**src/rtl/rf_arb_pkg.sv**
```systemverilog
// Shared constants and state encoding for the register-file write-port arbiter.
package rf_arb_pkg;

  localparam int DW_DEF   = 32;
  localparam int AW_DEF   = 5;
  localparam int NREG_DEF = 32;

  localparam logic [4:0] REG_ZERO = 5'd0;

  typedef enum logic {
    ST_CLEAR = 1'b0,
    ST_RUN   = 1'b1
  } state_e;

endpackage

```
**src/rtl/rr_arbiter2.sv**
```systemverilog
// Two-way round-robin grant; ptr names the requester favoured on a tie.
module rr_arbiter2 (
  input  logic       clk,
  input  logic       rst_n,
  input  logic       en,
  input  logic [1:0] valid,
  output logic [1:0] grant
);

  logic ptr;

  always_comb begin
    grant = 2'b00;
    if (en) begin
      if (valid == 2'b11) grant = ptr ? 2'b10 : 2'b01;
      else                grant = valid;
    end
  end

  // Every grant is a transfer, so hand the tie to the other side next time.
  always_ff @(posedge clk or negedge rst_n) begin
    if (!rst_n)      ptr <= 1'b0;
    else if (|grant) ptr <= ~grant[1];
  end

endmodule

```
**src/rtl/rf_write_arbiter.sv**
```systemverilog
// Owns the register file write port: zero-clear sweep after reset, then
// round-robin sharing between EX and load writeback, dropping writes to R0.
module rf_write_arbiter
  import rf_arb_pkg::*;
#(
  parameter int DW             = DW_DEF,
  parameter int AW             = AW_DEF,
  parameter int NREG           = NREG_DEF,
  parameter bit CLEAR_ON_RESET = 1'b1
) (
  input  logic          Clk,
  input  logic          Rst_n,
  input  logic          req0_valid,
  output logic          req0_ready,
  input  logic [AW-1:0] req0_addr,
  input  logic [DW-1:0] req0_data,
  input  logic          req1_valid,
  output logic          req1_ready,
  input  logic [AW-1:0] req1_addr,
  input  logic [DW-1:0] req1_data,
  output logic [AW-1:0] RW,
  output logic [DW-1:0] PW,
  output logic          LE,
  output logic          busy
);

  localparam state_e ST_INIT = CLEAR_ON_RESET ? ST_CLEAR : ST_RUN;

  state_e        state;
  logic [AW-1:0] clr_cnt;
  logic [1:0]    grant;
  logic          run_en;
  logic [AW-1:0] w_addr;
  logic [DW-1:0] w_data;

  assign busy   = (state == ST_CLEAR);
  // Gating with Rst_n keeps ready low while reset is held, even in RUN-at-reset builds.
  assign run_en = (state == ST_RUN) && Rst_n;

  rr_arbiter2 u_arb (
    .clk   (Clk),
    .rst_n (Rst_n),
    .en    (run_en),
    .valid ({req1_valid, req0_valid}),
    .grant (grant)
  );

  assign req0_ready = grant[0];
  assign req1_ready = grant[1];
  assign w_addr     = grant[1] ? req1_addr : req0_addr;
  assign w_data     = grant[1] ? req1_data : req0_data;

  always_ff @(posedge Clk or negedge Rst_n) begin
    if (!Rst_n) begin
      state   <= ST_INIT;
      clr_cnt <= '0;
      LE      <= 1'b0;
      RW      <= '0;
      PW      <= '0;
    end else begin
      case (state)
        ST_CLEAR: begin
          LE      <= 1'b1;
          RW      <= clr_cnt;
          PW      <= '0;
          clr_cnt <= clr_cnt + AW'(1);
          if (clr_cnt == AW'(NREG - 1)) state <= ST_RUN;
        end
        default: begin
          // R0 writes are still accepted and latched, just never enabled.
          if (|grant) begin
            RW <= w_addr;
            PW <= w_data;
            LE <= (w_addr != AW'(REG_ZERO));
          end else begin
            LE <= 1'b0;
          end
        end
      endcase
    end
  end

endmodule

```
**config.mk**
```make
export PLATFORM = sky130hd
export DESIGN_NAME = rf_write_arbiter
export DESIGN_NICKNAME = d
export VERILOG_FILES = /design/src/rtl/rf_arb_pkg.sv /design/src/rtl/rr_arbiter2.sv /design/src/rtl/rf_write_arbiter.sv
export SDC_FILE = /design/constraint.sdc
export NUM_CORES = 1
export LEC_CHECK = 0
export ABC_AREA = 1
export CELL_PAD_IN_SITES_DETAIL_PLACEMENT = 0
export CELL_PAD_IN_SITES_GLOBAL_PLACEMENT = 1
export CORE_UTILIZATION = 31
export DETAILED_ROUTE_END_ITERATION = 10
export PLACE_DENSITY_LB_ADDON = 0.25
export RECOVER_POWER = 25
export SLEW_MARGIN = 10
export SYNTH_ARGS = -nofsm -noshare
export SYNTH_HDL_FRONTEND = slang
export SYNTH_HIERARCHICAL = 1
export SYNTH_SLANG_ARGS = --single-unit
```
**constraint.sdc**
```tcl
create_clock -name Clk -period 3.94 [get_ports Clk]
set_input_delay 1.182 -clock Clk [delete_from_list [all_inputs] [get_ports Clk]]
set_output_delay 1.182 -clock Clk [all_outputs]
set_load 0.005 [all_outputs]
```
-- Word-level counts from Yosys, hierarchy flattened
Cells that the tools add are included.
- bits in registers: 45
- input bits: 78
- word-level logic and storage cells: 28
- reduce and logical (&&, ||, !) cells: 3
- add/subtract/negate cells: 1
- mux-type cells: 13
- bitwise gates (word level): 2
- eq/ne operators: 3
- operators by type and width (cell ; number):
    2-to-1 mux 32 bit ; 3
    2-to-1 mux 5 bit ; 3
    2-to-1 mux 2 bit ; 3
    adder 5 x 1 -> 5 bit, second input constant ; 1
    == test 5 bit, second input constant ; 1
    nonzero test 5 bit ; 1
    2-to-1 mux 1 bit ; 4
    == test 2 bit, second input constant ; 1
    inequality test 2 x 1 -> 1 bit, second input constant ; 1
    inverter 1 bit ; 2
    OR reduction 2 bit ; 1
    logical AND 1 bit ; 1

-- Longest topological paths before layout
Gate-level depths: netlist of the first run.
- word-level depth: 7
- gate-level depth with buffers: 14

-- Cells and area by module
Netlist of the first run, hierarchy kept.
- by module, submodules not included (module ; cells an instance ; area each (sq um) ; sequential area each (sq um) ; instances):
    rf_write_arbiter ; 216 ; 2227.1 ; 1101.1 ; 1
    rr_arbiter2 ; 12 ; 72.6 ; 25.0 ; 1

-- Worst setup path after synthesis of the first run
No wires, ideal clock.
- kind: input-to-output
- start: input port Rst_n
- end: output port req1_ready
- arrival: 1541 ps
- setup slack: 1217 ps
- stages on the path: 6
- required time: 2758 ps
- cell sequence: nand2_1 -> inv_1 -> nand2_1 -> inv_2 -> nand2_2 -> inv_1
- cells in the longest elaborated chain, start to end: 2
- ends and longest elaborated chain (element ; line ; RTL):
    start: declaration ; rf_write_arbiter.sv:12 ; input logic Rst_n,
    logical AND 1 bit ; rf_write_arbiter.sv:38 ; assign run_en = (state == ST_RUN) && Rst_n;
    named net run_en ; rf_write_arbiter.sv:32 ; logic run_en;
    2-to-1 mux 2 bit ; rr_arbiter2.sv:14 ; if (en) begin
    end: declaration ; rf_write_arbiter.sv:18 ; output logic req1_ready,
The timed path passes the listed nets, and every way through them passes these cells.

-- Worst setup path after layout of the first run
- start: input port req0_valid
- end: output port req0_ready
- cells in the longest elaborated chain, start to end: 3
- ends and longest elaborated chain (element ; line ; RTL):
    start: declaration ; rf_write_arbiter.sv:13 ; input logic req0_valid,
    == test 2 bit ; rr_arbiter2.sv:15 ; if (valid == 2'b11) grant = ptr ? 2'b10 : 2'b01;
    2-to-1 mux 2 bit * ; rr_arbiter2.sv:15 ;
    2-to-1 mux 2 bit * ; rr_arbiter2.sv:14 ;
    end: declaration ; rf_write_arbiter.sv:14 ; output logic req0_ready,
Mark *: on every way between the ends. The rest lies on a longest branch, timed or not.

==> results of run 1 <==
-- final cells by class --
| class | instances | share of cell area [%] |
|---|---|---|
| clock buffer | 5 | 1.90 |
| sequential | 45 | 31.1 |
| tap | 99 | 3.42 |
| clock inverter | 2 | 0.967 |
| timing repair buffer | 121 | 32.8 |
| multi-input combinational | 161 | 28.6 |
| inverter | 11 | 1.21 |
-- routing by layer --
layer,vias to the layer above,global-route usage [%]
met5,-,0
met4,0,5.28
met3,8,3.86
met2,71,24.5
met1,865,19.7
li1,991,-
-- per-stage QoR --
stage	power [mW]	instances	util, %	hold WS [ns]
4_1_cts	1.38	444	50.4	0.485
6_report	1.35	444	50.2	0.480
3_5_place_dp	1.04	437	48.9	0.466
2_1_floorplan	0.767	228	-	0.454
5_1_grt	1.44	444	50.2	0.510
3_3_place_gp	1.03	437	48.9	0.463
-- sequential cells by signal, indices dropped and copies added (netlist names) --
register	flops
u_arb/ptr	1
RW	5
clr_cnt	5
PW	32
state	1
LE	1
-- layout by cell type (no fill, tap or decap) --
master,count
a21oi_1,2
nand2_1,63
ha_1,2
clkinv_2,1
nand2_4,2
clkbuf_8,5
nand4_1,1
bufinv_16,1
xor2_1,1
nand3_2,1
inv_4,1
o21ai_0,1
and3_1,1
clkbuf_1,3
mux2i_1,32
buf_4,1
inv_1,6
nand2_2,3
xnor2_1,2
o21ai_1,9
or2_1,1
nand3_1,3
dfrtp_1,45
o21ai_2,29
nor2_1,8
inv_2,4
clkdlybuf4s50_1,117
-- path summary, 6_finish.rpt --
check                      cells after the start  startpoint  slack [ns]          to
max                                            4  req0_valid        0.31  req0_ready
max in group asynchronous                      2       Rst_n        0.80      PW[14]
max reg2reg                                   11       state        1.73       PW[7]
min reg2reg                                    2       PW[5]        0.48       PW[5]
min in group asynchronous                      2       Rst_n        1.77       PW[2]
min                                            2       PW[5]        0.48       PW[5]
-- power by group through the flow --
stage | Sequential, mW | Clock [mW] | Combinational [mW]
global route | 0.589 | 0.364 | 0.482
global placement | 0.584 | 0 | 0.445
floorplan | 0.594 | 0 | 0.174
CTS | 0.580 | 0.348 | 0.448
finish | 0.579 | 0.334 | 0.437
detailed placement | 0.588 | 0 | 0.447
-- worst max-delay path, delay by kind of cell --
family	cells	cell delay [ns]
compound gates	1	0.17
buf+inv	2	1.02
simple gates	1	0.07
-- kinds of logic after synthesis --
group,synth area share [%]
buffers and inverters,5.93
adders and majority gates,1.09
DFF,49.0
AOI/OAI and AO/OA,13.7
muxes,13.9
xor gates and xnor gates,1.14
and+or+nand+nor,15.3
==> impl_metrics.csv, run 1 <==
group,metric,value,unit
outcome,outcome,"finished with violations",
outcome,violations,"max-capacitance violations, max-slew violations",
floorplanning,die-area,7770,µm²
yosys,async_flop_share,100,%
clock_tree,clk_path_buf_depth,2,
place,place.gp.congestion,0.730,
final_layout,nets,425,
clock_tree,cts_tree,"built",
yosys,yosysWarnings,6,
floorplanning,die_h,88.1,µm
worst_setup_path,slowest_stage,"clkdlybuf4s50_1",
global_routing,grt_overflow,0,
timing,hold_violations,0,
yosys,synth_common_cells,"nand2_1 (63), dfrtp_1 (45), mux2i_1 (32)",
power,power.share.clock,24.8,%
clock_tree,cts-root-buf,"clkbuf_8",
drt,dr_wl_met2,2.63,mm
final_layout,diodes,0,
timing,fmax,275,MHz
final_layout,fillers,705,
timing,finalCritPeriodShare,92.1,%
drt,met3WireLength,426,µm
yosys,synth-edff-count,0,
worst_setup_path,arrival,2.45,ns
clock_tree,cts_resized,0,
drt,routed.top_layer,"met4",
worst_setup_path,end_kind,"output pin",
timing,rsz0062_at_grt,"false",
worst_setup_path,worstSetupPathType,"input port to output pin",
global_routing,first_global_vias,1832,
run,drv_cap,1,
place,pre_cts_ws,0.316,ns
yosys,yosysMostFrequentCell,"nand2_1",
floorplanning,rows,31,
power,ir_worst_vdd,0.000146,V
worst_setup_path,cp_max_fo,2,
clock_tree,cts_setup_buffers,0,
place,io_buffers,118,
floorplanning,io_pins,119,
yosys,syn_area,2300,µm²
floorplanning,start_util,31.9,%
yosys,syn_inst,228,
place,placed_area,3530,µm²
final_layout,multi_input_area,1040,µm²
global_routing,antenna_found_initial,0,
worst_setup_path,slowest_delay,0.53,ns
worst_hold_path,hold_class,"flop to flop",
timing,worst_slew_pin_slew,2.40,ns
yosys,yosysTopAreaCellShare,49.0,%
drt,wl_per_cell,13.1,µm
final_layout,drive_gt1_share,13.9,%
timing,setup_violations,0,
yosys,synth_cell_types,24,
drt,routed-via-count,1935,
drt,wirelength_met1,2.68,mm
clock_tree,h-tree-depth,2,
clock_tree,clock_latency,0.30,ns
power,swShare,26.7,%
worst_setup_path,path_common_cell,"clkdlybuf4s50_1",
drt,drtIter0Drc,82,
power,powerDensity,372,nW/µm²
final_layout,final_cell_area,3620,µm²
power,share_seq_of_total_power,42.9,%
yosys,synth_area_leaders,"dfrtp_1 (49%), mux2i_1 (14%), o21ai_2 (11%)",
clock_tree,numCtsBuffers,5,
yosys,ys.flop_type,"dfrtp_1",
yosys,synth_seq_area_share,49.0,%
yosys,syn_avg_cell_area,10.1,µm²
worst_setup_path,crit_required,2.76,ns
timing,clock_skew,0.00794,ns
drt,ant_nets,0,
floorplanning,design.core.area,7210,µm²
place,hpwl,4.16,mm
global_routing,grtUsageTotal,15.1,%
worst_setup_path,crit_chain,"clkdlybuf4s50_1 -> nand2_1 -> a21oi_1 -> clkdlybuf4s50_1",
drt,drc,0,
drt,via_per_inst,4.36,
timing,post-route-min-period,3.63,ns
worst_setup_path,start_kind,"input port",
power,leakage,1.58,nW
timing,timing.final.ws_setup,0.309,ns
drt,wirelength,5.81,mm
clock_tree,path_clk_slew,0.07,ns
drt,drt_pass1_iterations,4,
power,p_int,989,µW
timing,relSlewSlack,-60.1,%
yosys,synth_nets,308,
global_routing,grt_pass1_wl,8.80,mm
timing,maxSlewViolCount,46,
yosys,synth-seq-cells,45,
power,p_comb_share,32.4,%
floorplanning,dieWidth,88.1,µm
final_layout,areaGrowthSynthToFinish,57.6,%
power,p_switching,360,µW
global_routing,grt_max_degree,46,
yosys,yosys.area.top_type,"dfrtp_1",
clock_tree,hold_buffers,0,
final_layout,seq_area,1130,µm²
timing,timing.setup.tns,0,ns
clock_tree,clock-sinks,45,
Note: power is estimated with default switching activity, not from simulation.
==> run 2: changes to the inputs <==
--- a/config.mk
+++ b/config.mk
@@ -5,10 +5,10 @@
 export SDC_FILE = /design/constraint.sdc
 export NUM_CORES = 1
 export LEC_CHECK = 0
-export ABC_AREA = 1
 export CELL_PAD_IN_SITES_DETAIL_PLACEMENT = 0
 export CELL_PAD_IN_SITES_GLOBAL_PLACEMENT = 1
-export CORE_UTILIZATION = 31
+export CORE_UTILIZATION = 34
+export CTS_CLUSTER_SIZE = 16
 export DETAILED_ROUTE_END_ITERATION = 10
 export PLACE_DENSITY_LB_ADDON = 0.25
 export RECOVER_POWER = 25
==> run 2 against run 1 <==
  * The flow still finishes with violations (max-capacitance violations, max-slew violations)
  * First-iteration DRC count is 15% lower
  * Clock skew is 0.0024 ns lower
  * Register-to-register slack better by 0.15 ns
  * Non-clock buffer count grew 2
  * Global-route usage up 0.86 points
  * Largest power group unchanged
==> impl_metrics.csv, run 2 <==
group,metric,value,unit
outcome,outcome,"finished with violations",
outcome,violations,"max-capacitance violations, max-slew violations",
timing,worst_slew_pin_slew,2.48,ns
worst_setup_path,arrival,2.48,ns
final_layout,areaGrowthSynthToFinish,50.6,%
clock_tree,clk_path_buf_depth,2,
final_layout,largest_reg_flops,32,
timing,maxSlewViolCount,46,
worst_setup_path,start_kind,"input port",
worst_setup_path,rr_startpoint,"state",
final_layout,final_util,52.7,%
clock_tree,clock-sinks,45,
clock_tree,cts-root-buf,"clkbuf_8",
worst_hold_path,hold_class,"flop to flop",
yosys,yosysMostFrequentCell,"dfrtp_1",
worst_setup_path,rrSetupSlack,1.88,ns
clock_tree,cts_resized,0,
final_layout,top_regs,"PW: 32 flops, RW: 5 flops, clr_cnt: 5 flops",
yosys,synth_nets,281,
global_routing,first_global_vias,1999,
worst_setup_path,slowest_delay,0.52,ns
worst_hold_path,hold_depth,1,
global_routing,antenna_found_initial,0,
clock_tree,cts_tree,"built",
floorplanning,die_h,88.2,µm
final_layout,final_cell_mix,"clkdlybuf4s50_1 (117), dfrtp_1 (45), mux2i_1 (37)",
drt,drc,0,
power,leakage,1.63,nW
yosys,synth_seq_area_share,44.6,%
power,ir_worst_vdd,0.000124,V
clock_tree,numCtsBuffers,5,
global_routing,grt_max_degree,46,
yosys,synth-seq-cells,45,
drt,drtIter0Drc,70,
final_layout,final_common_cell,"clkdlybuf4s50_1",
yosys,syn_inst,201,
yosys,synth_common_cells,"dfrtp_1 (45), mux2i_1 (37), nor2_1 (36)",
timing,timing.setup.tns,0,ns
drt,wl_per_cell,14.7,µm
power,powerDensity,370,nW/µm²
drt,drt_pass1_iterations,4,
yosys,syn_avg_cell_area,12.6,µm²
yosys,synth-edff-count,0,
worst_setup_path,crit_chain,"clkdlybuf4s50_1 -> nand2_1 -> a21oi_4 -> clkdlybuf4s50_1",
worst_setup_path,r2r-end,"LE",
yosys,syn_area,2520,µm²
clock_tree,path_clk_slew,0.08,ns
clock_tree,hold_buffers,0,
yosys,synth_cell_types,30,
clock_tree,cts_setup_buffers,0,
timing,post-route-min-period,3.66,ns
place,hpwl,4.17,mm
worst_setup_path,critPathLaunch,"req0_valid",
timing,setup_violations,0,
final_layout,max_flop_register,"PW",
floorplanning,io_pins,119,
timing,fmax,273,MHz
run,drv_cap,1,
worst_hold_path,min_delay_worst_endpoint,"RW[3]",
final_layout,nets,396,
floorplanning,dieWidth,88.2,µm
clock_tree,clock_latency,0.29,ns
global_routing,grtUsageTotal,16.0,%
worst_setup_path,end_kind,"output pin",
timing,relSlewSlack,-65.2,%
worst_setup_path,slowest_stage,"clkdlybuf4s50_1",
yosys,ys.flop_type,"dfrtp_1",
drt,routed-via-count,1947,
yosys,async_flop_share,100,%
floorplanning,start_util,35.0,%
worst_setup_path,worstSetupPathType,"input port to output pin",
drt,ant_nets,0,
final_layout,fillers,674,
final_layout,diodes,0,
place,io_buffers,118,
global_routing,grt_pass1_wl,9.52,mm
timing,finalCritPeriodShare,92.9,%
worst_setup_path,path_common_cell,"clkdlybuf4s50_1",
floorplanning,rows,31,
worst_hold_path,hold_start,"RW[3]",
clock_tree,h-tree-depth,2,
global_routing,grt_overflow,0,
worst_setup_path,crit_required,2.76,ns
drt,via_per_inst,4.68,
place,place.gp.congestion,0.700,
timing,hold_violations,0,
yosys,yosys.area.top_type,"dfrtp_1",
yosys,synth_area_leaders,"dfrtp_1 (45%), mux2_4 (18%), mux2i_1 (15%)",
yosys,yosysTopAreaCellShare,44.6,%
floorplanning,die-area,7770,µm²
floorplanning,design.core.area,7210,µm²
final_layout,drive_gt1_share,15.8,%
timing,clock_skew,0.00556,ns
yosys,yosysWarnings,6,
timing,rsz0062_at_grt,"false",
worst_setup_path,cp_max_fo,2,
drt,wirelength,6.12,mm
worst_setup_path,r2r_cells,7,
[run 2: cell count changes after synthesis, sizes merged, moves of 2 or more]
cell | before | now
nor2 | 8 | 36
buf | 11 | 13
inv | 11 | 1
mux2 | 0 | 34
nand3 | 4 | 1
o21ai | 39 | 0
a21o | 0 | 4
a211oi | 0 | 4
a21oi | 2 | 5
mux2i | 32 | 37
nand2 | 68 | 3
clkbuf | 0 | 2
[run 2: metrics by stage]
stage	hold slack, ns	setup slack (ns)	instances	power, mW	instance area, µm²
after floorplan	0.459	1.16	201	0.857	2520
after global placement	0.461	0.294	408	1.14	3730
after detailed placement	0.465	0.278	408	1.15	3730
after CTS	0.485	0.277	416	1.43	3810
after global routing	0.513	0.227	416	1.50	3800
final	0.485	0.281	416	1.41	3800
[run 2: cell families (layout without fill, tap and decap cells)]
kind of cell	Yosys count	after routing	share of synthesized area [%]
muxes	71	71	34.3
AOI/OAI and AO/OA	15	15	4.16
buffers and inverters	17	133	6.54
adders and majority gates	2	2	0.991
and+or+nand+nor	48	48	8.33
DFF	45	45	44.6
xor gates and xnor gates	3	3	1.04
[run 2: area by class of cell]
type                            instances  area [µm²]  area share (%)
Sequential cell                        45        1130            29.6
Timing Repair Buffer                  123        1210            31.7
Multi-Input combinational cell        139        1250            33.0
Clock inverter                          2        10.0           0.263
Clock buffer                            6        72.6            1.91
Inverter                                2        7.51           0.197
Tap cell                               99         124            3.26
[run 2: how the worst max path moves through the flow]
| stage | depth (start not counted) | end | slack, ns |
|---|---|---|---|
| final | 4 | req0_ready | 0.28 |
| after global routing | 2 | PW[28] | 0.23 |
| after detailed placement | 4 | req0_ready | 0.28 |
| after global placement | 4 | req0_ready | 0.29 |
| after floorplan | 3 | req0_ready | 1.16 |
| after CTS | 4 | req0_ready | 0.28 |
[run 2: layer usage]
metal / part of all wire (%) / up-vias / GRT usage [%]
li1: - / 923 / -
met4: 0.60 / 0 / 3.52
met2: 46 / 73 / 27.6
met1: 45 / 947 / 19.8
met3: 8.1 / 4 / 4.81
met5: 0 / - / 0
[run 2: where the power goes]
group          total [mW]  internal (mW)  switching (mW)
logic               0.532          0.369           0.163
registers           0.598          0.549          0.0490
clock network       0.277          0.123           0.154
total                1.41           1.04           0.366
[run 2: worst max-delay path, delay by kind of cell]
| kind | cells | cell delay, ns |
|---|---|---|
| compound gates | 1 | 0.13 |
| buf+inv | 2 | 1.03 |
| simple gates | 1 | 0.13 |
